`src/rtl/handshake_rr_arbiter.sv`:
```
// Three-way round-robin arbiter with burst hold, feeding one registered ready/valid output stage.
`timescale 1ns/1ps
module handshake_rr_arbiter #(
  parameter int unsigned WIDTH     = 5,
  parameter int unsigned BURST_LEN = 4
) (
  input  logic             CLK,
  input  logic             RESET,
  input  logic [2:0]       en_mask,
  input  logic             handshake_arr_0_valid,
  input  logic             handshake_arr_1_valid,
  input  logic             handshake_arr_2_valid,
  output logic             handshake_arr_0_ready,
  output logic             handshake_arr_1_ready,
  output logic             handshake_arr_2_ready,
  input  logic [WIDTH-1:0] in_data_0,
  input  logic [WIDTH-1:0] in_data_1,
  input  logic [WIDTH-1:0] in_data_2,
  output logic             handshake_valid,
  input  logic             handshake_ready,
  output logic [WIDTH-1:0] out_data,
  output logic [1:0]       out_id,
  output logic [2:0]       grant
);

  localparam logic [0:0] StArb  = 1'b0;
  localparam logic [0:0] StHold = 1'b1;
  localparam logic [3:0] BurstLenC = 4'(BURST_LEN);
  localparam logic       LongBurst = (BURST_LEN > 1);

  function automatic logic [1:0] inc3(input logic [1:0] v);
    return (v == 2'd2) ? 2'd0 : v + 2'd1;
  endfunction

  logic [0:0]       r_state, w_state_d;
  logic [1:0]       r_owner, w_owner_d;
  logic [3:0]       r_burst_cnt, w_burst_cnt_d;
  logic [1:0]       r_rr_ptr, w_rr_ptr_d;
  logic             r_valid, w_valid_d;
  logic [WIDTH-1:0] r_data, w_data_d;
  logic [1:0]       r_id, w_id_d;

  logic [2:0]       w_elig;
  logic [1:0]       w_cand1, w_cand2, w_cand3;
  logic [1:0]       w_winner;
  logic             w_any, w_hold, w_release, w_can_accept, w_accept;
  logic [WIDTH-1:0] w_win_data;

  assign w_elig  = {handshake_arr_2_valid, handshake_arr_1_valid, handshake_arr_0_valid} & en_mask;
  assign w_any   = |w_elig;
  assign w_cand1 = r_rr_ptr;
  assign w_cand2 = inc3(r_rr_ptr);
  assign w_cand3 = inc3(w_cand2);

  // An owner that lost eligibility falls back to the normal search in the same cycle.
  assign w_hold    = (r_state == StHold) && w_elig[r_owner];
  assign w_release = (r_state == StHold) && !w_elig[r_owner];

  always_comb begin
    w_winner = w_cand3;
    if (w_hold) begin
      w_winner = r_owner;
    end else if (w_elig[w_cand1]) begin
      w_winner = w_cand1;
    end else if (w_elig[w_cand2]) begin
      w_winner = w_cand2;
    end
  end

  assign w_can_accept = !r_valid || handshake_ready;
  assign w_accept     = w_any && w_can_accept;
  assign grant        = w_any ? (3'b001 << w_winner) : 3'b000;

  assign handshake_arr_0_ready = grant[0] & w_can_accept;
  assign handshake_arr_1_ready = grant[1] & w_can_accept;
  assign handshake_arr_2_ready = grant[2] & w_can_accept;

  always_comb begin
    w_win_data = in_data_0;
    case (w_winner)
      2'd1:    w_win_data = in_data_1;
      2'd2:    w_win_data = in_data_2;
      default: w_win_data = in_data_0;
    endcase
  end

  always_comb begin
    w_state_d     = r_state;
    w_owner_d     = r_owner;
    w_burst_cnt_d = r_burst_cnt;
    w_rr_ptr_d    = r_rr_ptr;
    if (!w_any) begin
      w_state_d     = StArb;
      w_burst_cnt_d = 4'd0;
    end else if (w_hold) begin
      if (w_accept) begin
        if (r_burst_cnt + 4'd1 == BurstLenC) begin
          w_state_d     = StArb;
          w_burst_cnt_d = 4'd0;
          w_rr_ptr_d    = inc3(r_owner);
        end else begin
          w_burst_cnt_d = r_burst_cnt + 4'd1;
        end
      end
    end else begin
      if (w_release) begin
        w_rr_ptr_d = inc3(r_owner);
      end
      w_state_d     = StArb;
      w_burst_cnt_d = 4'd0;
      if (w_accept) begin
        if (LongBurst) begin
          w_state_d     = StHold;
          w_owner_d     = w_winner;
          w_burst_cnt_d = 4'd1;
        end else begin
          w_rr_ptr_d = inc3(w_winner);
        end
      end
    end
  end

  always_comb begin
    w_valid_d = r_valid;
    w_data_d  = r_data;
    w_id_d    = r_id;
    if (w_accept) begin
      w_valid_d = 1'b1;
      w_data_d  = w_win_data;
      w_id_d    = w_winner;
    end else if (handshake_ready) begin
      w_valid_d = 1'b0;
    end
  end

  always_ff @(posedge CLK) begin
    if (RESET) begin
      r_state     <= StArb;
      r_owner     <= 2'd0;
      r_burst_cnt <= 4'd0;
      r_rr_ptr    <= 2'd0;
      r_valid     <= 1'b0;
      r_data      <= '0;
      r_id        <= 2'd0;
    end else begin
      r_state     <= w_state_d;
      r_owner     <= w_owner_d;
      r_burst_cnt <= w_burst_cnt_d;
      r_rr_ptr    <= w_rr_ptr_d;
      r_valid     <= w_valid_d;
      r_data      <= w_data_d;
      r_id        <= w_id_d;
    end
  end

  assign handshake_valid = r_valid;
  assign out_data        = r_data;
  assign out_id          = r_id;

endmodule

```
`config.mk`:
```
export PLATFORM = sky130hd
export DESIGN_NAME = handshake_rr_arbiter
export DESIGN_NICKNAME = d
export VERILOG_FILES = /design/src/rtl/handshake_rr_arbiter.sv
export SDC_FILE = /design/constraint.sdc
export NUM_CORES = 1
export LEC_CHECK = 0
export CAP_MARGIN = 20
export CORE_MARGIN = 2
export CORE_UTILIZATION = 35
export CTS_CLUSTER_SIZE = 8
export DETAILED_ROUTE_END_ITERATION = 16
export GPL_ROUTABILITY_DRIVEN = 0
export SYNTH_ARGS = -nofsm -noshare
export SYNTH_HDL_FRONTEND = slang
export SYNTH_SLANG_ARGS = --single-unit
```
`constraint.sdc`:
```
create_clock -name CLK -period 6.99 [get_ports CLK]
set_input_delay 2.097 -clock CLK [delete_from_list [all_inputs] [get_ports CLK]]
set_output_delay 2.097 -clock CLK [all_outputs]
set_load 0.05 [all_outputs]
```
# Yosys cells after proc, flatten, opt, wreduce, memory -nomap -nowiden
# Index checks and enable logic that the tools add are counted.
[word_totals] ff_bits=17 input_bits=24 output_inout_bits=14 elab_cells=70
[classes] addsub=4 order_cmp=3 n_eq_ne=8 n_shift=1 muxes=28 bitwise_logic=6 reduce_logical=13
[ops] op="$mux 2" count=10
[ops] op="$mux 4" count=3
[ops] op="$mux 1" count=10
[ops] op="$pmux 5 s2" count=1
[ops] op="$lt 2x3->1 const B" count=3
[ops] op="$eq 2x2->1 const B" count=4
[ops] op="$add 2x1->2 const B" count=3
[ops] op="$bmux 1 s2" count=3
[ops] op="$add 4x1->4 const B" count=1
[ops] op="$eq 4x3->1 const B" count=1
[ops] op="$ne 2x1->1 const B" count=2
[ops] op="$reduce_and 4->1" count=1
[ops] op="$reduce_bool 2->1" count=2
[ops] op="$and 1x1->1" count=3
[ops] op="$and 3x3->3" count=1
[ops] op="$logic_and 1x1->1" count=3
[ops] op="$mux 3" count=1
[ops] op="$reduce_and 3->1" count=1
[ops] op="$reduce_or 3->1" count=1
[ops] op="$shl 1x2->3 const A" count=1
[ops] op="$eq 2x1->1 const B" count=1
[ops] op="$logic_not 1->1" count=2
[ops] op="$not 1->1" count=2
[ops] op="$reduce_and 2->1" count=1
[ops] op="2 further kinds" count=2

# Logic depth before layout (Yosys ltp)
[depth] ltp_word=10 depth_mapped=10 depth_no_buf=10

# Least setup slack after synthesis
# No wires, ideal clock.
[synth_path] path_kind="input-to-output" startpoint="input handshake_arr_1_valid" endpoint="output handshake_arr_1_ready" arrival_time_ns=3.743 required_time_ns=4.893 slack_ns=1.150 path_stages=6 n_path_buf=0 path_cell_list="and4b_1 -> or3_1 -> and2_1 -> o21ai_1 -> ha_1 -> and2_1"
[synth_between] elab_chain_len=9 word_cells_on_any_way=15 classes_between="shift: 1; mux: 10; bitwise: 2; reduce/logical: 2"
[synth_rtl] element="start, declared" line_no="11" text="input logic handshake_arr_1_valid,"
[synth_rtl] element="$and 3x3->3 *" line_no="49" text="assign w_elig = {handshake_arr_2_valid, handshake_arr_1_valid, handshake_arr_0_valid} & en_mask;"
[synth_rtl] element="$bmux 1 s2" line_no="65" text="end else if (w_elig[w_cand2]) begin"
[synth_rtl] element="$mux 1 (implied by the code)" line_no="65"
[synth_rtl] element="$mux 2" line_no="65"
[synth_rtl] element="$mux 2" line_no="63" text="end else if (w_elig[w_cand1]) begin"
[synth_rtl] element="$mux 2" line_no="61" text="if (w_hold) begin"
[synth_rtl] element="$shl 1x2->3" line_no="72" text="assign grant = w_any ? (3'b001 << w_winner) : 3'b000;"
[synth_rtl] element="$mux 3 *" line_no="72"
[synth_rtl] element="$and 1x1->1 *" line_no="75" text="assign handshake_arr_1_ready = grant[1] & w_can_accept;"
[synth_rtl] element="end, declared" line_no="14" text="output logic handshake_arr_1_ready,"
# Mark *: on every way between the ends. The rest lies on a longest branch, timed or not. The select of a mux whose other input is x is not followed.

# Final worst setup path
[layout_path] startpoint="input en_mask[0]" endpoint="output grant[1]"
[layout_between] elab_chain_len=8 word_cells_on_any_way=14 classes_between="shift: 1; mux: 10; bitwise: 1; reduce/logical: 2"
[layout_rtl] element="start, declared" line_no="9" text="input logic [2:0] en_mask,"
[layout_rtl] element="$and 3x3->3 *" line_no="49"
[layout_rtl] element="$bmux 1 s2" line_no="65"
[layout_rtl] element="$mux 1 (implied by the code)" line_no="65"
[layout_rtl] element="$mux 2" line_no="65"
[layout_rtl] element="$mux 2" line_no="63"
[layout_rtl] element="$mux 2 *" line_no="61"
[layout_rtl] element="via w_winner[0]" line_no="45" text="logic [1:0] w_winner;"
[layout_rtl] element="$shl 1x2->3 *" line_no="72"
[layout_rtl] element="$mux 3 *" line_no="72"
[layout_rtl] element="end, declared" line_no="23" text="output logic [2:0] grant"
# Mark *: on every way through the listed nets, which the timed path passes. The rest lies on a longest branch. The select of a mux whose other input is x is not followed.

==> metrics <==
run status=finished, final reports clean; fin cells=209; Initial Util=0.3618; PnR worst setup slack=515.0 ps; number of flops mapped to enable cells by yosys=0; Max Slew Vio Count=0; die area=3538 sq um; diode count=0; number of DRC markers in iteration 0=a little over 60; ys flop type=dfxtp_1; register area share after synthesis=0.3159; drt total wl=roughly 2900 um; fin nets=206; placed inst area=1495 sq um; Die Height=59.48 um; Design Area, Final=1523 sq um; Max Buffers Root-to-Sink=2; Syn Std Cell Area=1077 sq um; achievable clock frequency=154.4 MHz; Core Box Area=2978 sq um; worst hold stages=2; htree depth=1; RSZ-0062 raised after global routing=no; worst-path fanout max=11; initial antenna violation count=0; Worst Hold Endpoint=out_id[1]; overall global routing resource usage=0.1691; chip width=59.48 um; Post-synth ARST share=0; Relative slew margins=0.5604; vias in the first global route=roughly 1000; placement row count=20; pre-CTS setup slack=562.1 ps; Avg Cell Area, Syn=around 8 sq um; Reg-to-Reg End=out_data[0]; Clock Skew=1.662 ps; reg2reg setup slack=4580 ps; Critical Path RT=just under 5000 ps; R2R Path Start=r_owner[0]; Yosys warning count=0; Area Overhead vs Synth=41.35%; via count=between 1000 and 1500; MaxCap Viol Count=0; Port Buffers=37; clk sink count=17; DRC errors left=0; final core utilization=0.5113; root buffer cell=clkbuf_4; clk slew on worst S/H paths=around 90 ps; leading area contributor after synthesis=dfxtp_1; Final Critical Period=6475 ps; startpoint type of the worst setup path=primary input; setup bufs post-CTS=0; # setup viols final=0; DR WL/cell=between 10 and 15 um; Post-DP HPWL=2278 um; Leakage=0.5957 nW; worst hold path startpoint=out_id[1]; first-pass GRT wire length=between 4000 and 5000 um; pin count of the biggest net entering global routing=18; CTS tree=yes; Critical Path AT=4380 ps; worst vdd ir=0.1188 mV; Final Cycle Share=0.9263; CP Class=in2out; DP Cell Count=just over 200; Routed Antenna Nets=0; Pwr per Cell Area=roughly 190 nW/um^2; Mapped Cells=137; IO Pins=38; post-CTS sizing=0; drt pass-1 iters=4; Synthesized Nets=166; R2R depth=10; hold buffer count at cts=0; Via density=5.574; Synth area leaders=dfxtp_1, nand2_1, ha_1; Num CTS Buffers=3; final hold violation count=0; Skew-Pair Late Insertion Delay=between 200 and 300 ps; Distinct cells, synth=42; CP Capture Type=output pin; Setup TNS=0 ps; worst slew pin tran=658.7 ps; post-synth top area share=0.3159; type of the worst min-delay path=reg2reg; proportion of layout cells with a drive suffix above 1=0.09091; flops & latches, synth=17; Overflow after GRT=0
power by group:
group	internal, mW	switching (mW)	total [mW]	leakage, nW
combinational	0.0484	0.0719	0.120	0.438
clock	0.0212	0.0291	0.0504	0.0177
sequential	0.105	0.00597	0.111	0.140
area by class of cell:
type | instances | area, sq um
tap | 33 | 41.29
clock inverter | 1 | 5.005
clock buffer | 3 | 22.52
multi-input combinational | 110 | 691.9
sequential | 17 | 340.3
inverter | 5 | 18.77
fill | 294 | 1455
timing repair buffer | 40 | 402.9
synthesized netlist by cell type, drive strengths merged (2+ instances only):
cell type and number:
nand2 23, dfxtp 17, a21oi 12, nor2 6, o211ai 6, a22oi 5
ha 5, inv 5, nor3 5, and2 4, clkbuf 4, nand3 4
o21ai 4, a211oi 3, and2b 3, nand2b 3, nor2b 3, and4b 2
o32ai 2, or3 2
how the worst max path moves through the flow:
| stage | start | end | slack, ps |
|---|---|---|---|
| detailed placement | en_mask[0] | grant[1] | 560 |
| finish | en_mask[0] | grant[1] | 520 |
| global route | en_mask[0] | grant[1] | 340 |
| CTS | en_mask[0] | grant[1] | 530 |
| global placement | en_mask[0] | grant[1] | 550 |
| floorplan | handshake_arr_1_valid | handshake_arr_1_ready | 1150 |
critical path, stage by stage:
cell and delay, ps:
clkdlybuf4s50_1 510, nor4bb_1 370, o31ai_1 130, buf_4 190
a21oi_1 350, inv_1 90, ha_1 280, and2b_1 210
buf_12 150
layer usage:
layer | global-route usage | part of all wire | vias to the layer above
met4 | 0.05844 | 0.0063 | 0
met5 | 0 | 0 | -
met2 | 0.2779 | 0.49 | 32
met3 | 0.01965 | 0.041 | 2
li1 | - | - | 581
met1 | 0.2274 | 0.47 | 550
cells by family (layout without fill, tap and decap cells):
family,after synthesis,count (layout),synth area share
fa+ha+maj,5,5,0.05807
buf+inv,10,49,0.04181
flops,17,17,0.3159
mux,1,1,0.009292
compound gates,40,40,0.2555
simple gates,62,62,0.3032
xor+xnor,2,2,0.01626
stage by stage:
step	hold slack (ps)	total power, mW
finish	466.0	0.2820
global route	489.1	0.2999
CTS	465.4	0.2866
detailed placement	451.2	0.2342
global placement	446.4	0.2326
floorplan	468.7	0.1894
state kept, by name, summed over array words and instances (netlist names):
name             count
handshake_valid      1
out_data             5
r_state              1
r_rr_ptr             2
r_burst_cnt          4
r_owner              2
out_id               2
placed cells by master, fill, tap and decap left out, types with 3 or more instances in the layout:
cell	Yosys	final
buf_4	0	7
o21ai_0	3	3
nand3_1	4	4
ha_1	5	5
nand2b_1	3	3
dfxtp_1	17	17
inv_1	5	5
and2_1	4	4
o211ai_1	6	6
clkdlybuf4s50_1	0	31
nand2_1	23	23
a22oi_1	5	5
nor2b_1	3	3
a21oi_1	12	12
and2b_1	3	3
clkbuf_4	0	3
nor3_1	5	5
nor2_1	5	5
(Power assumes the default switching activity.)
